===== src/rtl/negindex_pkg.sv =====
// Shared constants, types and expected-width arithmetic for the
// negative-index range width checker.
package negindex_pkg;

    localparam int GRID  = 4;
    localparam int NL    = GRID * GRID;
    localparam int LANEW = 8;
    localparam int BASE  = -2;
    localparam int AW    = $clog2(GRID);
    localparam int IW    = $clog2(NL);
    localparam int CW    = $clog2(NL + 1);

    localparam logic signed [7:0] BASE8 = 8'(BASE);

    typedef logic [LANEW-1:0] lane_t;

    typedef enum logic [1:0] {
        IDLE,
        SCAN,
        DONE
    } state_t;

    // Width of [a+BASE : b+BASE]; BASE cancels, but the signed form mirrors the cosim source.
    function automatic lane_t expected_width(input logic [AW-1:0] a, input logic [AW-1:0] b);
        logic signed [7:0] msb;
        logic signed [7:0] lsb;
        logic signed [7:0] diff;
        msb  = $signed(8'(a)) + BASE8;
        lsb  = $signed(8'(b)) + BASE8;
        diff = msb - lsb;
        if (diff < 0) begin
            diff = -diff;
        end
        return lane_t'(diff + 8'sd1);
    endfunction

endpackage


===== src/rtl/negindex_lane_sel.sv =====
// Combinational lane selector: picks the captured width for lane idx
// (lane 0 in the top byte) and the width that lane should carry.
module negindex_lane_sel
    import negindex_pkg::*;
(
    input  logic [NL*LANEW-1:0] cap,
    input  logic [IW-1:0]       idx,
    output logic [LANEW-1:0]    lane_width,
    output logic [LANEW-1:0]    lane_expected
);

    always_comb begin
        lane_width = '0;
        for (int k = 0; k < NL; k++) begin
            if (idx == IW'(k)) begin
                lane_width = cap[(NL-1-k)*LANEW +: LANEW];
            end
        end
    end

    assign lane_expected = expected_width(idx[IW-1:AW], idx[AW-1:0]);

endmodule


===== config.mk =====
export PLATFORM = sky130hd
export DESIGN_NAME = negindex_lane_sel
export DESIGN_NICKNAME = d
export VERILOG_FILES = /design/src/rtl/negindex_pkg.sv /design/src/rtl/negindex_lane_sel.sv
export SDC_FILE = /design/constraint.sdc
export NUM_CORES = 1
export LEC_CHECK = 0
export ABC_AREA = 1
export CAP_MARGIN = 10
export CORE_UTILIZATION = 29
export DETAILED_ROUTE_END_ITERATION = 8
export GPL_ROUTABILITY_DRIVEN = 0
export PLACE_DENSITY = 0.87
export SYNTH_ARGS = -nofsm -noshare
export SYNTH_HDL_FRONTEND = slang
export SYNTH_SLANG_ARGS = --single-unit

===== constraint.sdc =====
create_clock -name vclk -period 4.71
set_input_delay 1.413 -clock vclk [all_inputs]
set_output_delay 1.413 -clock vclk [all_outputs]
set_load 0.03 [all_outputs]

==> impl_metrics.tcl <==
set metrics [dict create \
    p_seq_frac 0 \
    start_util 0.3037 \
    yosys_warnings 0 \
    core_area_sq_mm 0.004384 \
    wl_per_cell_um 12.50 \
    drive_above_1_share 0.1403 \
    switchingPower_mw 0.1286 \
    grt_pass1_vias 2303 \
    clockPowerShare 0 \
    postSynthAreaPerCell_sq_um 4.671 \
    status "completed" \
    holdPathEnd "lane_expected[3]" \
    synthToLayoutAreaGrowth_pct 122.5 \
    place_hpwl_um 5363 \
    nets 587 \
    io_buffers 144 \
    regArea_sq_um 0 \
    grt_pass1_wl_um 9867 \
    placementRows 24 \
    layout_common_cells "clkdlybuf4s50_1, nand2_1, nor2_1, inv_1, buf_4" \
    drv_slew 0 \
    multi_input_area_sq_mm 0.001121 \
    post-route-period-util 0.9814 \
    antennaDiodeCount 0 \
    swShare 0.4439 \
    hold_depth 5 \
    cp-end-kind "output port" \
    crit_type "in2out" \
    grt_util_all_layers 0.2424 \
    crit_arrival_ns 3.21 \
    die_y_um 69.76 \
    syn_inst 285 \
    finalSetupTns_ns 0 \
    n_fill_cell 402 \
    maxCapViolCount 0 \
    leakage_nw 1.371 \
    p_int_mw 0.1610 \
    num_vias 2404 \
    synth_area_sq_mm 0.001331 \
    yosys.area.top_type_share 0.2763 \
    grt_max_degree 18 \
    start_kind "primary input" \
    grt_setup_unrepaired "false" \
    hold_violations 0 \
    fin_crit_ns 4.622 \
    max_freq_ghz 0.2163 \
    drc 0 \
    die-area_sq_mm 0.004866 \
    chipWidth_um 69.76 \
    power_density_mw_per_mm2 97.78 \
    worstPathMaxFanout 2 \
    setup_viol 0 \
    design_area_sq_mm 0.002962 \
    postCtsHoldBufs 0 \
    wl_um 6262 \
    min_path_type "in2out" \
    yosysSeqAreaShare 0 \
    ant_nets 0 \
    synth_area_leaders "nand2_1, nand3_1, inv_1" \
    seq_cell_count 0 \
    antenna_found_initial 0 \
    hp-start "idx[0]" \
    ir_worst_vdd_v 0.00009861 \
    n_clock_buffer 0 \
    synthDistinctLibCells 23 \
    pin_count 148 \
    cp.required_ns 3.30 \
    synth_largest_area_cell "nand2_1" \
    layout_commonest_cell "clkdlybuf4s50_1" \
    firstDrtPassIters 4 \
    drt_iter0_drc 110 \
    vias_per_cell 4.798 \
    post_dp_cell_area_sq_mm 0.002920 \
    p_comb_frac 1.000 \
    globalRouteOverflowTotal 0 \
]
==> logic make-up after synthesis <==
logic type	share of synthesized area
AO/OA/AOI/OAI	0.04699
other	0.002817
buffers and inverters	0.1861
AND/OR/NAND/NOR	0.7143
XOR/XNOR	0.006580
adder cells (fa/ha/maj)	0.04324
==> final cells by class <==
| class | count | share of cell area |
|---|---|---|
| Multi-Input combinational cell | 233 | 0.3785 |
| Timing Repair Buffer | 169 | 0.5399 |
| Inverter | 47 | 0.05957 |
| Tap cell | 52 | 0.02197 |
==> how the worst max path moves through the flow <==
| stage | start | endpoint | slack (ns) | cells after the start |
|---|---|---|---|---|
| finish | idx[2] | lane_expected[2] | 0.09 | 12 |
| global route | idx[1] | lane_expected[2] | 0.008 | 10 |
| CTS | idx[2] | lane_expected[2] | 0.007 | 12 |
| detailed placement | idx[2] | lane_width[2] | -0.33 | 14 |
| global placement | idx[0] | lane_expected[2] | -0.26 | 11 |
| floorplan | idx[1] | lane_expected[2] | 0.02 | 9 |
==> cell usage after synthesis (all sizes together) <==
cell type,count
nand3,34
ha,3
fa,1
o31ai,1
buf,8
o21ai,1
nor3b,1
nand4,20
conb,1
inv,47
a21oi,10
nand2,101
xnor2,1
or2,2
nor3,5
nor2,49
==> per-layer routing <==
metal,GRT usage,part of all wire
met5,0,0
met4,0.04000,0.018
met3,0.03198,0.082
met2,0.4822,0.50
met1,0.2734,0.40
==> through the flow <==
step	utilization	hold slack, ns	std cells	setup WS, ns	power (mW)
detailed placement	0.6661	3.518	497	-0.3287	0.2787
global placement	0.6661	3.518	497	-0.2569	0.2768
CTS	0.6695	3.388	498	0.007446	0.2846
floorplan	-	3.098	288	0.02072	0.1179
finish	0.6755	3.386	501	0.08771	0.2896
global route	0.6755	3.409	501	0.008212	0.3122
==> critical path, stage by stage <==
cell     delay [ns]
buf_2          0.11
inv_2          0.06
ha_4           0.12
inv_2          0.03
fa_1           0.51
inv_1          0.05
ha_1           0.29
inv_1          0.09
o21ai_2        0.06
ha_2           0.17
xnor2_1        0.14
buf_4          0.18
==> power groups by stage <==
| stage | Sequential [mW] | Combinational, mW | Clock (mW) |
|---|---|---|---|
| floorplan | 0 | 0.118 | 0 |
| global placement | 0 | 0.277 | 0 |
| detailed placement | 0 | 0.279 | 0 |
| CTS | 0 | 0.285 | 0 |
| global route | 0 | 0.312 | 0 |
| finish | 0 | 0.290 | 0 |
==> repair_timing <==
action	4_1_cts	5_1_grt
endpoints found under the setup margin	11	5
resized for setup	17	5
pin swaps	6	4
setup buffers	1	3
Note: power is estimated with default switching activity, not from simulation.
